File: config.mk
export PLATFORM = sky130hd
export DESIGN_NAME = usart_ctrl_8251
export DESIGN_NICKNAME = d
export VERILOG_FILES = /design/src/rtl/usart8251_pkg.sv /design/src/rtl/sync_fifo_8251.sv /design/src/rtl/usart_ctrl_8251.sv
export SDC_FILE = /design/constraint.sdc
export NUM_CORES = 1
export LEC_CHECK = 0
export BUFFER_PORTS_ARGS = -buffer_cell sky130_fd_sc_hd__buf_2
export CAP_MARGIN = 30
export CORE_ASPECT_RATIO = 1.1
export CORE_MARGIN = 4
export CORE_UTILIZATION = 30
export CTS_CLUSTER_SIZE = 30
export DETAILED_ROUTE_END_ITERATION = 7
export GPL_ROUTABILITY_DRIVEN = 1
export PLACE_DENSITY = 0.5
export SETUP_SLACK_MARGIN = 0.4
export SLEW_MARGIN = 5
export SYNTH_ARGS = -nofsm -noshare
export SYNTH_HDL_FRONTEND = slang
export SYNTH_SLANG_ARGS = --single-unit
File: constraint.sdc
create_clock -name I_CLK -period 2.9 [get_ports I_CLK]
set_input_delay 0.29 -clock I_CLK [delete_from_list [all_inputs] [get_ports I_CLK]]
set_output_delay 0.29 -clock I_CLK [all_outputs]
set_load 0.03 [all_outputs]
File: src/rtl/usart8251_pkg.sv
// Shared encodings for the 8251-compatible control block: sequencer states,
// status/command bit positions and mode-word fields.
package usart8251_pkg;

  localparam logic [1:0] ST_MODE  = 2'd0;
  localparam logic [1:0] ST_SYNC1 = 2'd1;
  localparam logic [1:0] ST_SYNC2 = 2'd2;
  localparam logic [1:0] ST_CMD   = 2'd3;

  localparam int CMD_TXEN = 0;
  localparam int CMD_RXE  = 2;
  localparam int CMD_ER   = 4;
  localparam int CMD_IR   = 6;

  localparam int SB_TXRDY   = 0;
  localparam int SB_RXRDY   = 1;
  localparam int SB_TXEMPTY = 2;
  localparam int SB_PE      = 3;
  localparam int SB_OE      = 4;
  localparam int SB_FE      = 5;
  localparam int SB_SYNDET  = 6;
  localparam int SB_DSR     = 7;

  localparam logic [7:0] MODE_BAUD_MASK = 8'h03;
  localparam int         MODE_SCS       = 7;

  // Baud-factor field of zero selects synchronous mode.
  function automatic logic is_sync_mode(input logic [7:0] mode);
    return (mode & MODE_BAUD_MASK) == 8'h00;
  endfunction

endpackage

File: src/rtl/sync_fifo_8251.sv
// Small synchronous FIFO with synchronous flush; a push into a full FIFO is
// accepted only when a pop happens in the same cycle.
module sync_fifo_8251
  import usart8251_pkg::*;
#(
  parameter int WIDTH = 8,
  parameter int DEPTH = 4
) (
  input  logic                       clk_i,
  input  logic                       rst_n_i,
  input  logic                       flush_i,
  input  logic                       push_i,
  input  logic                       pop_i,
  input  logic [WIDTH-1:0]           din_i,
  output logic [WIDTH-1:0]           dout_o,
  output logic                       full_o,
  output logic                       empty_o,
  output logic [$clog2(DEPTH):0]     count_o
);

  localparam int AW = $clog2(DEPTH);
  localparam int CW = AW + 1;

  logic [WIDTH-1:0] mem_q [DEPTH];
  logic [AW-1:0]    wr_ptr_q, rd_ptr_q;
  logic [CW-1:0]    count_q;
  logic             do_push, do_pop;

  assign empty_o = (count_q == '0);
  assign full_o  = (count_q == CW'(DEPTH));
  assign count_o = count_q;
  assign do_pop  = pop_i & ~empty_o;
  assign do_push = push_i & (~full_o | do_pop);
  assign dout_o  = empty_o ? '0 : mem_q[rd_ptr_q];

  always_ff @(posedge clk_i or negedge rst_n_i) begin
    if (!rst_n_i) begin
      wr_ptr_q <= '0;
      rd_ptr_q <= '0;
      count_q  <= '0;
    end else if (flush_i) begin
      wr_ptr_q <= '0;
      rd_ptr_q <= '0;
      count_q  <= '0;
    end else begin
      if (do_push) wr_ptr_q <= wr_ptr_q + AW'(1);
      if (do_pop)  rd_ptr_q <= rd_ptr_q + AW'(1);
      count_q <= count_q + CW'(do_push) - CW'(do_pop);
    end
  end

  always_ff @(posedge clk_i) begin
    if (do_push && !flush_i) mem_q[wr_ptr_q] <= din_i;
  end

endmodule

File: src/rtl/usart_ctrl_8251.sv
// 8251-style control block: mode/sync/command write sequencer, status byte,
// sticky receive errors and buffered RX/TX byte paths.
module usart_ctrl_8251
  import usart8251_pkg::*;
#(
  parameter int RX_DEPTH = 4,
  parameter int TX_DEPTH = 2,
  parameter bit SYNC_EN  = 1'b1
) (
  input  logic       I_CLK,
  input  logic       I_RST_N,
  input  logic       I_CONTROL_EN,
  input  logic       I_DATA_EN,
  input  logic       I_WE,
  input  logic       I_RD,
  input  logic [7:0] I_DATA,
  output logic [7:0] O_DATA,
  output logic [7:0] O_MODE,
  output logic [7:0] O_CMD,
  output logic [7:0] O_SYNC1,
  output logic [7:0] O_SYNC2,
  output logic [1:0] O_STATE,
  output logic [7:0] O_TX_DATA,
  output logic       O_TX_VALID,
  input  logic       I_TX_READY,
  input  logic       I_TXEMPTY,
  input  logic [7:0] I_RX_DATA,
  input  logic       I_RX_VALID,
  input  logic       I_RX_PE,
  input  logic       I_RX_FE,
  input  logic       I_SYNDET,
  input  logic       I_DSR_N,
  output logic       O_RXRDY,
  output logic       O_TXRDY
);

  localparam int RX_CW = $clog2(RX_DEPTH) + 1;
  localparam int TX_CW = $clog2(TX_DEPTH) + 1;

  logic       wr_c, wr_d, rd_d;
  logic       wr_c_q, wr_d_q, rd_d_q;
  logic       wr_c_edge, wr_d_edge, rd_d_fall;
  logic [1:0] state_q, state_d;
  logic [7:0] mode_q, mode_d, cmd_q, cmd_d, sync1_q, sync1_d, sync2_q, sync2_d;
  logic       pe_q, pe_d, oe_q, oe_d, fe_q, fe_d;
  logic [7:0] data_q, data_d, status;
  logic       rxrdy_q, txrdy_q;
  logic       ir, er, err_clr;

  logic             rx_push, rx_accept, rx_full, rx_empty;
  logic [7:0]       rx_head;
  logic [RX_CW-1:0] rx_count;
  logic             tx_push, tx_pop, tx_full, tx_empty;
  logic [TX_CW-1:0] tx_count;

  assign wr_c      = I_CONTROL_EN & I_WE;
  assign wr_d      = I_DATA_EN & I_WE;
  assign rd_d      = I_DATA_EN & I_RD;
  assign wr_c_edge = wr_c & ~wr_c_q;
  assign wr_d_edge = wr_d & ~wr_d_q;
  assign rd_d_fall = rd_d_q & ~rd_d;

  always_comb begin
    state_d = state_q;
    mode_d  = mode_q;
    cmd_d   = cmd_q;
    sync1_d = sync1_q;
    sync2_d = sync2_q;
    ir      = 1'b0;
    er      = 1'b0;
    if (wr_c_edge) begin
      case (state_q)
        ST_MODE: begin
          mode_d  = I_DATA;
          state_d = (SYNC_EN && is_sync_mode(I_DATA)) ? ST_SYNC1 : ST_CMD;
        end
        ST_SYNC1: begin
          sync1_d = I_DATA;
          state_d = mode_q[MODE_SCS] ? ST_CMD : ST_SYNC2;
        end
        ST_SYNC2: begin
          sync2_d = I_DATA;
          state_d = ST_CMD;
        end
        default: begin
          if (I_DATA[CMD_IR]) begin
            ir      = 1'b1;
            state_d = ST_MODE;
            cmd_d   = '0;
          end else begin
            cmd_d         = I_DATA;
            cmd_d[CMD_ER] = 1'b0;
            er            = I_DATA[CMD_ER];
          end
        end
      endcase
    end
  end

  // A push into a full RX FIFO survives only if a pop frees a slot this cycle.
  assign rx_push   = I_RX_VALID & cmd_q[CMD_RXE] & (state_q == ST_CMD);
  assign rx_accept = rx_push & (~rx_full | (rd_d_fall & ~rx_empty));
  assign err_clr   = ir | er;
  assign pe_d      = (pe_q & ~err_clr) | (rx_accept & I_RX_PE);
  assign fe_d      = (fe_q & ~err_clr) | (rx_accept & I_RX_FE);
  assign oe_d      = (oe_q & ~err_clr) | (rx_push & ~rx_accept);

  assign tx_push    = wr_d_edge & (state_q == ST_CMD) & ~tx_full;
  assign O_TX_VALID = ~tx_empty & cmd_q[CMD_TXEN];
  assign tx_pop     = O_TX_VALID & I_TX_READY;

  always_comb begin
    status             = '0;
    status[SB_DSR]     = ~I_DSR_N;
    status[SB_SYNDET]  = I_SYNDET;
    status[SB_FE]      = fe_q;
    status[SB_OE]      = oe_q;
    status[SB_PE]      = pe_q;
    status[SB_TXEMPTY] = (tx_count == '0) & I_TXEMPTY;
    status[SB_RXRDY]   = (rx_count != '0);
    status[SB_TXRDY]   = ~tx_full;
  end

  always_comb begin
    data_d = data_q;
    if (I_CONTROL_EN & I_RD) data_d = status;
    else if (rd_d)           data_d = rx_head;
  end

  always_ff @(posedge I_CLK or negedge I_RST_N) begin
    if (!I_RST_N) begin
      wr_c_q  <= 1'b0;
      wr_d_q  <= 1'b0;
      rd_d_q  <= 1'b0;
      state_q <= ST_MODE;
      mode_q  <= '0;
      cmd_q   <= '0;
      sync1_q <= '0;
      sync2_q <= '0;
      pe_q    <= 1'b0;
      oe_q    <= 1'b0;
      fe_q    <= 1'b0;
      data_q  <= '0;
      rxrdy_q <= 1'b0;
      txrdy_q <= 1'b0;
    end else begin
      wr_c_q  <= wr_c;
      wr_d_q  <= wr_d;
      rd_d_q  <= rd_d;
      state_q <= state_d;
      mode_q  <= mode_d;
      cmd_q   <= cmd_d;
      sync1_q <= sync1_d;
      sync2_q <= sync2_d;
      pe_q    <= pe_d;
      oe_q    <= oe_d;
      fe_q    <= fe_d;
      data_q  <= data_d;
      rxrdy_q <= status[SB_RXRDY] & cmd_q[CMD_RXE];
      txrdy_q <= status[SB_TXRDY] & cmd_q[CMD_TXEN];
    end
  end

  sync_fifo_8251 #(.WIDTH(8), .DEPTH(RX_DEPTH)) u_rx_fifo (
    .clk_i  (I_CLK),
    .rst_n_i(I_RST_N),
    .flush_i(ir),
    .push_i (rx_push),
    .pop_i  (rd_d_fall),
    .din_i  (I_RX_DATA),
    .dout_o (rx_head),
    .full_o (rx_full),
    .empty_o(rx_empty),
    .count_o(rx_count)
  );

  sync_fifo_8251 #(.WIDTH(8), .DEPTH(TX_DEPTH)) u_tx_fifo (
    .clk_i  (I_CLK),
    .rst_n_i(I_RST_N),
    .flush_i(ir),
    .push_i (tx_push),
    .pop_i  (tx_pop),
    .din_i  (I_DATA),
    .dout_o (O_TX_DATA),
    .full_o (tx_full),
    .empty_o(tx_empty),
    .count_o(tx_count)
  );

  assign O_DATA  = data_q;
  assign O_MODE  = mode_q;
  assign O_CMD   = cmd_q;
  assign O_SYNC1 = sync1_q;
  assign O_SYNC2 = sync2_q;
  assign O_STATE = state_q;
  assign O_RXRDY = rxrdy_q;
  assign O_TXRDY = txrdy_q;

endmodule

==> results.md <==
- Of all flip-flops after synthesis, the portion carrying an async set or reset was 0.551.
- The cell area that synthesis handed to floorplanning was 4480 um2.
- The number of antenna diodes in the final layout is 0.
- The leakage power of the design is 0.00237 uW.
- The combinational family with the most area after synthesis is multiplexers.
- The final net count is 439.
- The synthesis-to-finish area growth is 21.3%.
- The via count normalized by instance count is 4.60.
- Port buffering added 79 buffers.
- The maximum vdd ir drop is 0.000327 V.
- The maximum buffer depth of the clock tree is 2.
- The slowest stage cell on the critical path is dfrtp_1.
- Of the total synthesized cell area, the portion taken by AND, OR, NAND and NOR gates is 0.0804.
- After global routing, the most crowded layer is met2.
- For this run, the register share of the synthesized area comes to 0.651.
- Setup repair after global routing left no endpoint under its margin.
- The tool flagged a number of max-cap violations equal to 0.
- The width of the chip is 125 um.
- The total DRC errors in the routed layout is 0.
- The tightest hold margin is 0.166 ns.
- The cell with the most instances after synthesis is dfrtp_1.
- For this run, the leading register cell type out of synthesis is dfrtp_1.
- In this run, synthesis inferred 48 flip-flops with an integrated enable.
- Dividing the final minimum period by the clock period gives 0.814.
- The highest cell delay on the worst timing path is 0.43 ns.
- Counting both buffers and inverters, the worst setup path holds a total of 2.
- The synthesized netlist cell count is 307.
- The transition time at the pin with the least slew margin is 0.768 ns.
- The final non-filler cell area is 5440 um2.
- The cell taking the most area after synthesis is dfrtp_1.
- The area of the core is 14,600 um2.
- The highest clock rate is 424 MHz.
- The final standard cell utilization of the core is 0.373.
- The starting density of the core is 0.308.
- The CTS buffer count is 9.
- The summed negative setup slack over all endpoints is 0 ns.
- The kind of path behind the tightest hold check is input pin to flop.
- In the global route stage, met3 resource usage came out at 0.0259.
- Clock-pin slew was measured on the worst setup and hold paths at 0.07 ns.
- The initial antenna violation count was 0.
- Headroom to the max-slew limit came out at 0.486.
- In this run the vertical extent of the chip is 136 um.
- The CTS root buffer is clkbuf_16.
- The routed design has 9.96 mm of wire.
- The setup-violating endpoint count in the final report is 0.
- In the final routed layout, each cell accounts on average for 16.8 um.
- The instance area after placement is 5120 um2.
- The clock insertion delay at the later pin of the skew report is 0.34 ns.
- The cell type group with the largest total delay on the critical path is adder cells.
- For this block, the initial DRC count from the detailed router was 166.
- The signal on the critical path passes through ha_1 > nand3_1 > a31oi_2 > buf_4 > ha_1 > inv_1 > fa_1 > xor2_1 > and2_1 > nor3_1.
- The count of warnings emitted by yosys is 0.
- The proportion of netlist area held by the largest area contributor is 0.330.
- The I/O pin count is 82.
- The pin count of the biggest net entering global routing is 25.
- Detailed placement finished with a half-perimeter wire length of 7.36 mm.
- The layout cell share with drive strength beyond 1 is 0.338.
- The critical path starts at O_STATE[0]$_DFFE_PN0P_.
- In the post-synthesis netlist, the biggest area contributors are dfrtp_1 (33%), edfxtp_1 (32%), mux2_2 (6.3%).
- The classification of the worst setup path is flop to flop.
- Along the worst path, the maximum fanout reaches 9.
- The mean post-synth cell area is 14.6 um2.
- After clock tree synthesis, the flow added hold-fix buffers numbering 1.
- The count of final hold-check violations is 0.
- The wire length of the first global-routing pass is 15.7 mm.
- For this run, global-route usage on met1 was measured as 0.156.
- Clock tree synthesis found a total of 107 sinks.
- The number of setup buffers added after CTS is 0.
- The critical path required time is 3.14 ns.
- Dividing total power by cell area gives a power density of 1020 nW/um2.
- The clock tree synthesis step divided the H-tree into 3 levels.
- Of the post-synthesis cell area, the part taken by muxes is 0.134.
- The count of antenna-violating nets left after detailed routing is 0.
- The first detailed-routing pass ran for 4 iterations.
- The number of synthesized register bits is 107.
- The most used cell along the critical path is ha_1.
- The worst register-to-register path begins at O_STATE[0]$_DFFE_PN0P_.
- The element type at the critical path end is a flop.
- The floorplan step defined a die boundary enclosing 17,000 um2.
- The share of the synthesized area in compound gates (AO/OA/AOI/OAI) is 0.0603.
- The via count of the first global-routing pass was 2,792.
- Routability-driven placement finished with a final weighted congestion of 0.734.
- By count the netlist is led by dfrtp_1 (59), edfxtp_1 (48), mux2_2 (25), nor2_1 (21), inv_1 (18).
- TritonCTS built the clock tree.
- The total overflow left after global routing is 0.
- STA classifies the critical path startpoint as a flop.
- The startpoint identified for the worst hold timing path is I_RX_DATA[6].
- Across every metal layer, demand over resource in global routing totals 0.120.
- The post-route clock skew is 0.00532 ns.
- The number of rows in the core area is 46.
- The number of unique standard cell types used by synthesis is 50.
- Gates resized during post-CTS repair numbered 0.
- The via count of the routed design is 2,732.
- Of the total synthesized cell area, the portion taken by XOR and XNOR cells is 0.00782.
- The max-slew violation count is 0.
- The met2 capacity usage during global routing is 0.202.
- The adder-cell share of the synthesized area is 0.0380.
- The flow ran to the end, and the final reports show no timing, DRC or antenna violations.
- The arrival time at the worst endpoint is 2.60 ns.
- The total power of the final layout is 5560 uW.
- Subtracting the final worst setup slack from the clock period gives 2.36 ns.
registers in the layout, summed over array words and instances (netlist names), 3 cells and up:
name               flops
O_CMD                  6
O_DATA                 8
O_MODE                 8
O_SYNC1                8
O_SYNC2                8
u_rx_fifo.count_o      3
u_rx_fifo.mem_q       32
u_tx_fifo.mem_q       16
power breakdown:
group	internal [uW]	total [uW]	switching (uW)	leakage, uW
Clock	682	1250	563	0.000144
Sequential	1960	2280	323	0.00116
Combinational	747	2030	1280	0.00106
Total	3390	5560	2170	0.00237
worst paths after layout:
| path | end | slack (ns) | cells after the start |
|---|---|---|---|
| setup / recovery | u_rx_fifo.count_o[2]$_DFF_PN0_ | 0.54 | 10 |
| hold / removal | u_rx_fifo.mem_q[3][6]$_DFFE_PP_ | 0.17 | 1 |
| setup reg to reg | u_rx_fifo.count_o[2]$_DFF_PN0_ | 0.54 | 10 |
| hold reg to reg | O_MODE[0]$_DFFE_PN0P_ | 0.49 | 1 |
| max in group asynchronous | O_SYNC1[4]$_DFFE_PN0P_ | 1.75 | 3 |
| min in group asynchronous | O_SYNC1[0]$_DFFE_PN0P_ | 0.46 | 2 |
worst reg2reg max path: stages (launching register included):
cell     delay (ns)
dfrtp_1        0.43
ha_1           0.30
nand3_1        0.14
a31oi_2        0.16
buf_4          0.18
ha_1           0.15
inv_1          0.05
fa_1           0.37
xor2_1         0.16
and2_1         0.16
nor3_1         0.16
metal layers:
metal / vias up / wire, um
met1: 1378 / 4550
met4: 0 / 138
li1: 1296 / -
met3: 9 / 326
met5: - / 0
met2: 49 / 4940
cell type report:
cell class / count / area, um2
Sequential cell: 107 / 2920
Tap cell: 192 / 240
Inverter: 18 / 67.6
Clock inverter: 6 / 72.6
Clock buffer: 10 / 229
Fill cell: 1406 / 9130
Timing Repair Buffer: 88 / 465
Multi-Input combinational cell: 173 / 1440
cells in the final DEF (no fill, tap or decap), types with 10 or more instances in the layout:
cell type / netlist / routed
buf_2: 2 / 79
dfrtp_1: 59 / 59
edfxtp_1: 48 / 48
ha_1: 12 / 12
inv_1: 18 / 18
mux2_2: 25 / 25
mux2i_1: 10 / 10
nand2_1: 15 / 15
nor2_1: 21 / 21
o21ai_0: 14 / 14
per-stage QoR:
| stage | instances | setup WS, ns |
|---|---|---|
| 3_3_place_gp | 577 | 0.697 |
| 3_5_place_dp | 577 | 0.544 |
| 2_1_floorplan | 308 | 0.494 |
| 6_report | 594 | 0.540 |
| 4_1_cts | 594 | 0.491 |
| 5_1_grt | 594 | 0.408 |
cell families after synthesis:
kind of cell / Yosys count
DFF: 107
and+or+nand+nor: 70
muxes: 44
AOI/OAI and AO/OA: 40
buffers and inverters: 28
adders and majority gates: 13
xor gates and xnor gates: 4
other: 1
No activity file was read; power rests on OpenSTA's default activity.
